$ cat src/rtl/bq_meas_scanner.sv
// bq_meas_scanner: sequences an external ADC over cells/current/TS and publishes coherent frames.
// Define BQ_SCAN_OVERSAMPLE_EN for 4x oversampling per channel.
module bq_meas_scanner #(
  parameter int NUM_CELLS   = 16,
  parameter int ADC_W       = 16,
  parameter int SETTLE_CYC  = 4,
  parameter int TIMEOUT_CYC = 255
) (
  input  logic                       clk,
  input  logic                       rst_n,
  input  logic                       scan_start,
  input  logic                       scan_cont,
  input  logic                       clr_err,
  output logic [4:0]                 mux_sel,
  output logic                       adc_req,
  input  logic                       adc_ack,
  input  logic [ADC_W-1:0]           adc_data,
  output logic [NUM_CELLS*ADC_W-1:0] cell_v,
  output logic [ADC_W-1:0]           current,
  output logic [ADC_W-1:0]           ts1,
  output logic [ADC_W-1:0]           ts2,
  output logic [ADC_W-1:0]           ts3,
  output logic [ADC_W-1:0]           vmin,
  output logic [ADC_W-1:0]           vmax,
  output logic [3:0]                 vmin_idx,
  output logic [3:0]                 vmax_idx,
  output logic                       frame_valid,
  output logic                       busy,
  output logic                       adc_timeout
);
  localparam int SW = $clog2(SETTLE_CYC + 1);
  localparam int TW = $clog2(TIMEOUT_CYC + 1);
  typedef enum logic [2:0] {IDLE, SETTLE, CONVERT, STORE, PUBLISH} state_t;
  state_t state;
  logic [SW-1:0] scnt;
  logic [TW-1:0] tcnt;
  logic [ADC_W-1:0] sh [20];
  logic [ADC_W-1:0] rmin, rmax, res, val;
  logic [3:0] rmin_i, rmax_i;
  logic ok, is_cell, timeout_hit;
  assign is_cell = mux_sel < 5'd16;
  assign timeout_hit = state == CONVERT && adc_req && !adc_ack && tcnt == TW'(TIMEOUT_CYC - 1);
  // a timed-out channel re-stores its previous shadow so min/max still sees the old value
  assign val = ok ? res : sh[mux_sel];
`ifdef BQ_SCAN_OVERSAMPLE_EN
  logic [ADC_W+1:0] acc, sum;
  logic [1:0] ncv;
  assign sum = acc + (is_cell ? {2'b00, adc_data} : {{2{adc_data[ADC_W-1]}}, adc_data});
  assign res = acc[ADC_W+1:2];
`else
  logic [ADC_W-1:0] acc;
  assign res = acc;
`endif
  always_ff @(posedge clk or negedge rst_n)
    if (!rst_n) begin
      state <= IDLE;
      scnt <= '0;
      tcnt <= '0;
      for (int c = 0; c < 20; c++) sh[c] <= '0;
      rmin <= '0;
      rmax <= '0;
      rmin_i <= '0;
      rmax_i <= '0;
      ok <= 1'b0;
      acc <= '0;
`ifdef BQ_SCAN_OVERSAMPLE_EN
      ncv <= '0;
`endif
      mux_sel <= '0;
      adc_req <= 1'b0;
      cell_v <= '0;
      current <= '0;
      ts1 <= '0;
      ts2 <= '0;
      ts3 <= '0;
      vmin <= '0;
      vmax <= '0;
      vmin_idx <= '0;
      vmax_idx <= '0;
      frame_valid <= 1'b0;
      busy <= 1'b0;
      adc_timeout <= 1'b0;
    end else begin
      frame_valid <= 1'b0;
      adc_timeout <= timeout_hit | (adc_timeout & ~clr_err);
      case (state)
        IDLE: if (scan_start || scan_cont) begin
          state <= SETTLE;
          busy <= 1'b1;
          mux_sel <= '0;
          scnt <= '0;
        end
        SETTLE: begin
          busy <= 1'b1;
          scnt <= scnt + 1'b1;
          if (scnt == SW'(SETTLE_CYC - 1)) begin
            state <= CONVERT;
            adc_req <= 1'b1;
            tcnt <= '0;
            ok <= 1'b1;
            acc <= '0;
`ifdef BQ_SCAN_OVERSAMPLE_EN
            ncv <= '0;
`endif
          end
        end
        CONVERT: if (!adc_req) begin
          adc_req <= 1'b1;
          tcnt <= '0;
        end else if (adc_ack) begin
          adc_req <= 1'b0;
`ifdef BQ_SCAN_OVERSAMPLE_EN
          acc <= sum;
          ncv <= ncv + 2'd1;
          if (ncv == 2'd3) state <= STORE;
`else
          acc <= adc_data;
          state <= STORE;
`endif
        end else if (timeout_hit) begin
          adc_req <= 1'b0;
          ok <= 1'b0;
          state <= STORE;
        end else tcnt <= tcnt + 1'b1;
        STORE: begin
          sh[mux_sel] <= val;
          if (is_cell && (mux_sel == 5'd0 || val < rmin)) begin
            rmin <= val;
            rmin_i <= mux_sel[3:0];
          end
          if (is_cell && (mux_sel == 5'd0 || val > rmax)) begin
            rmax <= val;
            rmax_i <= mux_sel[3:0];
          end
          scnt <= '0;
          state <= mux_sel == 5'd19 ? PUBLISH : SETTLE;
          mux_sel <= mux_sel == 5'd19 ? 5'd19 : mux_sel == 5'(NUM_CELLS - 1) ? 5'd16 : mux_sel + 5'd1;
        end
        PUBLISH: begin
          for (int c = 0; c < NUM_CELLS; c++) cell_v[c*ADC_W +: ADC_W] <= sh[c];
          current <= sh[16];
          ts1 <= sh[17];
          ts2 <= sh[18];
          ts3 <= sh[19];
          vmin <= rmin;
          vmax <= rmax;
          vmin_idx <= rmin_i;
          vmax_idx <= rmax_i;
          frame_valid <= 1'b1;
          busy <= 1'b0;
          mux_sel <= '0;
          scnt <= '0;
          state <= scan_cont ? SETTLE : IDLE;
        end
        default: state <= IDLE;
      endcase
    end
endmodule
$ cat config.mk
export PLATFORM = sky130hd
export DESIGN_NAME = bq_meas_scanner
export DESIGN_NICKNAME = d
export VERILOG_FILES = /design/src/rtl/bq_meas_scanner.sv
export SDC_FILE = /design/constraint.sdc
export NUM_CORES = 1
export LEC_CHECK = 0
export ABC_CLOCK_PERIOD_IN_PS = 5700
export CAP_MARGIN = 10
export CORE_MARGIN = 2
export CORE_UTILIZATION = 54
export CTS_CLUSTER_SIZE = 8
export DETAILED_ROUTE_END_ITERATION = 7
export PLACE_DENSITY_LB_ADDON = 0.3
export SYNTH_ARGS = -nofsm -noshare
export SYNTH_HDL_FRONTEND = slang
export SYNTH_SLANG_ARGS = --single-unit
$ cat constraint.sdc
create_clock -name clk -period 5.7 [get_ports clk]
set_input_delay 0.57 -clock clk [delete_from_list [all_inputs] [get_ports clk]]
set_output_delay 0.57 -clock clk [all_outputs]
set_load 0.02 [all_outputs]
== Yosys cells after proc, flatten, opt, wreduce, memory -nomap -nowiden ==
Index checks and enable logic that the tools add are counted.
Operators by class
  add/sub/neg operators: 3
  magnitude comparators: 5
  eq/ne operators: 17
  mux-type cells: 42
  bitwise gates (word level): 4
  reductions and logical operators: 27
Operators with widths (count)
  bitwise mux 320 bit: 1
  two-way mux 16 bit: 7
  binary-select mux 16 bit (select 5 bit): 1
  demux 16 bit (select 5 bit): 1
  two-way mux 8 bit: 4
  one-hot mux 16 bit (2 select lines): 1
  two-way mux 3 bit: 7
  greater-than comparator 16 bit: 1
  < comparator 16 bit: 1
  one-hot mux 8 bit (2 select lines): 1
  two-way mux 5 bit: 3
  one-hot mux 3 bit (5 select lines): 1
  one-hot mux 5 bit (3 select lines): 1
  != test 2 bit (second input constant): 6
  AND reduction 2 bit: 6
  AND reduction 4 bit: 3
  two-way mux 1 bit: 10
  equality test 3 x 2 -> 1 bit (second input constant): 3
  != test 3 bit (second input constant): 3
  one-hot mux 3 bit (3 select lines): 1
  nonzero test 3 bit: 3
  adder 8 x 1 -> 8 bit (second input constant): 1
  equality test 8 bit (second input constant): 1
  >= comparator 6 bit (second input constant): 1
  22 further kinds: 30
Storage, ports and cells
  bits in registers: 760
  input port bits: 22
  output and inout bits: 369
  word-level logic and storage cells: 141

== Logic depth before layout (Yosys ltp) ==
Gate-level depths: netlist (run 1).
  depth after elaboration: 9
  mapped depth: 20
  gate-level depth less buffers: 14

== Worst setup path before layout (run 1) ==
OpenSTA, ideal clock, no wires.
  kind: register -> register
  start: reg mux_sel[1]
  end: reg rmax[10]
  setup time: 0.125 ns
  arrival: 4.201 ns
  data required time: 5.575 ns
  setup slack: 1.374 ns
  cell stages (with the launch flop): 18
  buffers on the path: 5
  period minus slack after synthesis: 4.326 ns
  cells stage by stage: dfrtp_1 > buf_2 > buf_4 > clkbuf_1 > mux4_2 > a22oi_1 > nand2_1 > mux2_2 > buf_2 > ha_1 > nor2b_1 > o21ai_0 > nand2b_1 > a2111oi_0 > o22ai_1 > o211ai_1 > clkbuf_1 > mux2_2
On the way
  longest elaborated chain between the ends: 9
  elaborated cells between the ends (all ways): 11
  those cells by class: 2 x order compare; 4 x mux; 1 x bitwise; 4 x reduce/logical
Ends and longest elaborated chain
  from (decl): RTL line 14  | output logic [4:0] mux_sel,
  from (signal assigned): RTL line 137  | mux_sel <= mux_sel == 5'd19 ? 5'd19 : mux_sel == 5'(NUM_CELLS - 1) ? 5'd16 : mux_sel + 5'd1;
  inverter 5 -> 6 bit (not written as such): RTL line 44  | assign val = ok ? res : sh[mux_sel];
  binary-select mux 16 bit (select 5 bit): RTL line 44
  two-way mux 16 bit (not written as such) (2 in a row): RTL line 44
  two-way mux 16 bit: RTL line 44
  named net val[1]: RTL line 38  | logic [ADC_W-1:0] rmin, rmax, res, val;
  greater-than comparator 16 bit: RTL line 131  | if (is_cell && (mux_sel == 5'd0 || val > rmax)) begin
  logical OR 1 bit: RTL line 131
  logical AND 1 bit: RTL line 131
  AND reduction 2 bit (no line)
  to (signal assigned): RTL line 132  | rmax <= val;
  to (decl): RTL line 38
The timed path passes the listed nets, and every way through them passes these cells. The select of a mux whose other input is x is not followed.
A chain may end at the register's enable or synchronous reset.

== Worst setup path in the final report (run 1) ==
  start: reg mux_sel[4]
  end: reg rmin[2]
On the way
  longest elaborated chain between the ends: 9
  elaborated cells between the ends (all ways): 11
  those cells by class: 2 x order compare; 4 x mux; 1 x bitwise; 4 x reduce/logical
Ends and longest elaborated chain
  inverter 5 -> 6 bit (not written as such): RTL line 44
  binary-select mux 16 bit (select 5 bit): RTL line 44
  two-way mux 16 bit (not written as such) (2 in a row): RTL line 44
  two-way mux 16 bit: RTL line 44
  < comparator 16 bit: RTL line 127  | if (is_cell && (mux_sel == 5'd0 || val < rmin)) begin
  logical OR 1 bit: RTL line 127
  logical AND 1 bit: RTL line 127
  AND reduction 2 bit (no line)
  to (signal assigned): RTL line 128  | rmin <= val;
  to (decl): RTL line 38
Parallel ways exist; a longest one is shown, timed or not. The select of a mux whose other input is x is not followed.

==> results of run 1 <==
## layer usage
metal	vias to the layer above	track usage	routed length [µm]
met1	11000	0.401	37900
met4	2	0.119	3380
met3	189	0.0678	7220
met2	903	0.501	46800
met5	-	0	13
li1	8662	-	-
## final timing paths
path,start,end,cells after the start
min in group clk,clr_err,adc_timeout,2
hold / removal,rst_n,rmin_i[3],1
setup / recovery,mux_sel[4],rmin[2],11
max in group asynchronous,rst_n,cell_v[59],2
hold reg to reg,vmax[14],vmax[14],1
setup reg to reg,mux_sel[4],rmin[2],11
## through the flow
stage / area (µm²) / util / setup WS, ps / std cells
floorplan: 32700 / - / 1370 / 2179
global placement: 37200 / 0.621 / 582 / 3260
detailed placement: 37200 / 0.621 / 525 / 3260
CTS: 40000 / 0.666 / 496 / 3372
global route: 40000 / 0.666 / 218 / 3372
finish: 40000 / 0.666 / 303 / 3372
## cell type report
| type | instances | share of cell area |
|---|---|---|
| clock buffer | 108 | 0.0665 |
| sequential | 760 | 0.476 |
| multi-input combinational | 1233 | 0.317 |
| inverter | 39 | 0.00366 |
| clock inverter | 4 | 0.00197 |
| tap | 782 | 0.0245 |
| timing repair buffer | 446 | 0.111 |
## state kept, by name, indices dropped and copies added (netlist names), 3 cells and up
name and count:
scnt 3, rmax_i 4, vmax_idx 4, current 16, ts2 16, mux_sel 5
rmin 16, cell_v 256, tcnt 8, acc 16, ts3 16, rmax 16
rmin_i 4, vmin_idx 4, state 3, vmin 16, sh 320, ts1 16
vmax 16
## cell families (layout without fill, tap and decap cells)
kind of cell / Yosys count / in the layout / share of synthesized area
mux: 863 / 863 / 0.313
flops: 760 / 760 / 0.582
buf+inv: 186 / 597 / 0.0308
simple gates: 174 / 174 / 0.0257
compound gates: 153 / 153 / 0.0315
fa+ha+maj: 40 / 40 / 0.0153
xor+xnor: 3 / 3 / 0.000805
## power groups by stage
stage | combinational (mW) | sequential (mW) | clock (mW)
2_1_floorplan | 2.25 | 5.94 | 0
3_3_place_gp | 2.94 | 6.17 | 0
3_5_place_dp | 3.01 | 6.18 | 0
4_1_cts | 3.04 | 6.10 | 5.49
5_1_grt | 3.30 | 6.13 | 5.73
6_report | 3.06 | 6.12 | 5.43
## placed cells by master, fill, tap and decap left out, drive strengths merged, types with 37 or more instances in the layout
master,count
inv,42
buf,57
ha,40
mux2,734
dfrtp,760
clkdlybuf4s50,389
nor2,37
o22ai,46
mux2i,100
nand2,57
clkbuf,108
## worst max-delay path, delay by kind of cell (launching register included)
family / cells / cell delay (ps)
adder cells (fa/ha/maj): 1 / 310
flip-flops: 1 / 660
AO/OA/AOI/OAI: 2 / 1170
buffers and inverters: 1 / 170
AND/OR/NAND/NOR: 5 / 2190
multiplexers: 2 / 770
## synthesized netlist by cell type, types with 4 or more instances
cell type	count	area [µm²]
dfrtp_1	760	19000
mux2_2	653	7350
mux2i_1	100	1000
mux2_4	80	1200
clkbuf_1	69	259
nand2_1	57	214
o22ai_1	46	288
ha_1	40	500
inv_1	37	139
nor2_1	36	135
buf_2	30	150
buf_6	25	282
mux4_2	25	563
o21ai_0	25	125
nor3_1	21	105
a21oi_1	16	80.1
a22o_1	16	140
a22oi_1	15	113
nand3_1	11	55.1
buf_1	10	37.5
nand2b_1	9	56.3
nand4_1	8	50.1
buf_4	7	52.6
nor2b_1	7	43.8
and3_1	5	31.3
a211oi_1	4	30.0
a21o_1	4	30.0
and2_1	4	25.0
mux4_1	4	105
==> flow_metrics.py, run 1 <==
metrics = {
    "critical_path": {
        "startpoint_type": "flip-flop",
        "critPathMaxStageDelay_ps": 870,
        "crit_arrival_ps": 5920,
        "endpoint_kind": "flip-flop",
        "path_cells": "inv_2 -> nand3_1 -> o22ai_1 -> nor3_1 -> nand2_1 -> mux2_2 -> ha_1 -> nand4_1 -> or4_1 -> o21bai_2 -> mux2_2",
        "r2r_setup_slack_ps": 300,
        "worst-setup-path-type": "reg2reg",
        "slowest_stage": "o21bai_2",
        "critPathMaxFanout": 18,
        "worstPathRequired_ps": 6230,
        "critical-path-top-cell-by-count": "mux2_2",
    },
    "cts": {
        "clk_latency_ps": 670,
        "cts_resized": 0,
        "cts_tree": "built",
        "cts_buffer_depth": 3,
        "clock_sinks": 760,
        "cts_buffers": 104,
        "post-cts-setup-buffers": 0,
        "htreeDepth": 3,
        "clk_pin_slew_ps": 50,
        "cts_root_buf": "clkbuf_16",
        "postCtsHoldBufs": 0,
    },
    "routing": {
        "finalWirelength_um": 95300,
        "avgRoutedWirePerCell_um": 28.3,
        "final_antenna_net_count": 0,
        "viasPerCell": 6.15,
        "drt_pre_antenna_iters": 5,
        "drtIter0Drc": 1779,
        "drc": 0,
        "num_vias": 20800,
    },
    "sta": {
        "relSlewSlack": 0.207,
        "finalSetupTns_ps": 0,
        "finClkSkew_ps": 28.4,
        "finalCritPeriodShare": 0.947,
        "fin_crit_ps": 5400,
        "finalSetupViolCount": 0,
        "fmax_ghz": 0.185,
        "hold_violations": 0,
        "tightestPinTransition_ps": 1190,
        "drv_slew": 0,
        "hold_slack_ps": 13.9,
        "rsz0062_at_grt": "no",
    },
    "final_layout": {
        "fill_cells": 4181,
        "area_growth_pct": 22.5,
        "nNetsFinal": 2646,
        "drive_gt1_frac": 0.364,
        "multiInputGateArea_um2": 12700,
        "antenna_cells": 0,
        "seq_area_um2": 19000,
    },
    "synthesis": {
        "synth-edff-count": 0,
        "ys_warn_count": 0,
        "ys_seq_area_frac": 0.582,
        "yosys_register_bits": 760,
        "synth_nets": 2241,
        "synth_area_per_cell_um2": 15.0,
        "synth_cells": 2179,
        "async_flop_share": 1.00,
        "syn_area_um2": 32700,
        "synthFlopType": "dfrtp_1",
        "ys_types": 61,
    },
    "grt": {
        "antenna_found_initial": 1,
        "grt_pass1_wl_um": 142000,
        "grt_usage": 0.306,
        "grt_pass1_vias": 21600,
        "grt_max_degree": 135,
        "grt_remaining_overflow": 0,
    },
    "pwr": {
        "pwr-share-comb": 0.210,
        "p_sw_frac": 0.304,
        "p_int_mw": 10.2,
        "p_switching_mw": 4.44,
        "p_leak_nw": 19.1,
        "sequentialPowerShare": 0.419,
        "p_per_area_nw_per_um2": 365,
        "clockPowerShare": 0.372,
        "total_power_mw": 14.6,
        "irDropWorstVdd_mv": 0.289,
    },
    "floorplanning": {
        "ioPinCount": 391,
        "core_area_um2": 60000,
        "die_area_um2": 62500,
        "die_h_um": 250,
        "fp.dieW_um": 250,
        "start_util": 0.544,
        "rows": 90,
    },
    "run": {
        "cap_violations": 0,
    },
    "placed_design": {
        "place_hpwl_um": 65900,
        "io_buffers": 390,
        "gp_congestion": 0.916,
    },
    "status": {
        "outcome": "finished clean",
    },
    "min_path": {
        "holdCritPathClass": "in2async",
    },
}
Note: power is estimated with default switching activity, not from simulation.
==> run 2: changes to the inputs <==
--- a/config.mk
+++ b/config.mk
@@ -11,7 +11,9 @@
 export CORE_UTILIZATION = 54
 export CTS_CLUSTER_SIZE = 8
 export DETAILED_ROUTE_END_ITERATION = 7
+export GPL_TIMING_DRIVEN = 0
 export PLACE_DENSITY_LB_ADDON = 0.3
+export SKIP_CTS_REPAIR_TIMING = 1
 export SYNTH_ARGS = -nofsm -noshare
 export SYNTH_HDL_FRONTEND = slang
 export SYNTH_SLANG_ARGS = --single-unit
==> run 2 against run 1 <==
The flow now finishes with violations (negative hold slack). Fmax shrank 1.3%. Die area did not move. Worst setup slack lost 73 ps. First-iteration DRC count shrank 5.1%.
==> flow_metrics.py, run 2 (same netlist as run 1, synthesis figures left out) <==
metrics = {
    "status": {
        "outcome": "complete, but fails checks",
        "violations": "negative hold slack",
    },
    "placed_design": {
        "place_hpwl_um": 70700,
        "io_buffers": 390,
        "dpl-instance-area_um2": 37700,
        "gp_congestion": 0.886,
    },
    "final_layout": {
        "area_growth_pct": 23.9,
        "layout_commonest_cell": "dfrtp_1",
        "final_util": 0.674,
        "drive_gt1_frac": 0.356,
        "largest-register": "sh",
        "nNetsFinal": 2744,
        "reg_top3": "sh (320), cell_v (256)",
        "largest_reg_flops": 320,
        "fill_cells": 4126,
        "finalInstanceArea_um2": 40500,
        "mostFrequentLayoutCells": "dfrtp_1 (760), mux2_2 (653), clkdlybuf4s50_1 (389), clkbuf_16 (105), mux2i_1 (100)",
    },
    "sta": {
        "finalCritPeriodShare": 0.960,
        "fmax_ghz": 0.183,
        "finalSetupViolCount": 0,
        "finClkSkew_ps": 21.5,
        "rsz0062_at_grt": "no",
        "drv_slew": 0,
        "fin_crit_ps": 5470,
        "relSlewSlack": 0.341,
        "tightestPinTransition_ps": 989,
        "hold_violations": 10,
        "hold_slack_ps": -21.8,
    },
    "critical_path": {
        "worst-setup-path-type": "reg2reg",
        "r2r_cells": 19,
        "crit_arrival_ps": 6000,
        "endpoint_kind": "flip-flop",
        "worstPathRequired_ps": 6230,
        "critPathMaxFanout": 11,
        "startpoint_type": "flip-flop",
    },
    "floorplanning": {
        "ioPinCount": 391,
        "core_area_um2": 60000,
        "start_util": 0.544,
        "fp.dieW_um": 250,
        "die_area_um2": 62500,
        "rows": 90,
        "die_h_um": 250,
    },
    "cts": {
        "clk_latency_ps": 650,
        "cts_buffer_depth": 3,
        "cts_root_buf": "clkbuf_16",
        "cts_tree": "built",
        "htreeDepth": 3,
        "cts_buffers": 105,
        "clock_sinks": 760,
        "clk_pin_slew_ps": 50,
    },
    "min_path": {
        "holdCritPathClass": "in2async",
    },
    "pwr": {
        "irDropWorstVdd_mv": 0.269,
        "sequentialPowerShare": 0.403,
        "p_sw_frac": 0.308,
        "p_switching_mw": 4.56,
        "pwr-share-comb": 0.231,
        "clockPowerShare": 0.366,
        "p_per_area_nw_per_um2": 366,
        "p_leak_nw": 19.3,
        "total_power_mw": 14.8,
        "p_int_mw": 10.3,
    },
    "grt": {
        "grt_pass1_wl_um": 146000,
        "grt_usage": 0.316,
        "antenna_found_initial": 2,
        "grt_remaining_overflow": 0,
        "grt_pass1_vias": 22300,
        "grt_max_degree": 129,
    },
    "routing": {
        "drt_pre_antenna_iters": 5,
        "num_vias": 21100,
        "drc": 0,
        "finalWirelength_um": 98400,
        "viasPerCell": 6.08,
        "final_antenna_net_count": 0,
        "avgRoutedWirePerCell_um": 28.3,
        "drtIter0Drc": 1689,
    },
    "run": {
        "cap_violations": 0,
    },
}
-- run 2: worst paths after layout --
| kind | slack, ps | endpoint | start |
|---|---|---|---|
| setup / recovery | 230 | rmax[12] | mux_sel[0] |
| hold / removal | -20 | vmin[11] | rst_n |
| setup reg to reg | 230 | rmax[12] | mux_sel[0] |
| hold reg to reg | 500 | acc[12] | acc[12] |
| max in group asynchronous | 3590 | cell_v[204] | rst_n |
| min in group clk | 500 | acc[12] | acc[12] |
-- run 2: final cells by class --
type,count,area [µm²],area share
inverter,39,146,0.00362
clock inverter,7,87.6,0.00216
clock buffer,107,2640,0.0651
tap,782,978,0.0242
buffer,147,863,0.0213
multi-input combinational,1233,12700,0.313
antenna,2,5.00,0.000124
sequential,760,19000,0.470
timing repair buffer,396,4070,0.101
-- run 2: critical path, cell delays in order (launching register included) --
cell	delay, ps
dfrtp_1	450
buf_6	230
buf_12	190
buf_6	220
buf_4	290
mux2i_1	400
o22ai_1	140
nor3_1	350
nand2_1	90
mux2_2	310
buf_2	230
ha_1	320
nor2b_1	130
o21ai_0	140
nand2b_1	70
a2111oi_0	510
o22ai_1	170
o211ai_1	230
clkbuf_1	460
mux2_2	400
-- run 2: stage by stage --
step | setup slack, ps | instances | hold slack [ps] | setup TNS, ps
after floorplan | 1370 | 2179 | 274 | 0
after global placement | -28440 | 3351 | 469 | -
after detailed placement | -40.9 | 3357 | 477 | -298
after CTS | -55.6 | 3471 | 34.0 | -460
after global routing | 65.1 | 3472 | 71.2 | 0
final | 230 | 3473 | -21.8 | 0
-- run 2: power by group through the flow --
stage	registers, mW	clock network, mW	logic, mW
after global routing	6.00	5.71	3.66
final	5.97	5.42	3.43
after floorplan	5.94	0	2.25
after global placement	6.05	0	3.23
after detailed placement	6.04	0	3.36
after CTS	5.96	5.48	3.38
-- run 2: routing by layer --
layer,track usage,share of wire,vias to the layer above
li1,-,-,8821
met1,0.414,0.40,11200
met2,0.511,0.48,866
met3,0.0721,0.074,183
met4,0.135,0.042,2
met5,0,0.00010,-
==> run 3: changes to the inputs <==
--- a/config.mk
+++ b/config.mk
@@ -5,7 +5,6 @@
 export SDC_FILE = /design/constraint.sdc
 export NUM_CORES = 1
 export LEC_CHECK = 0
-export ABC_CLOCK_PERIOD_IN_PS = 5700
 export CAP_MARGIN = 10
 export CORE_MARGIN = 2
 export CORE_UTILIZATION = 54
==> results of run 3 <==
Final layout, timing and power as in run 2 (identical DEF).
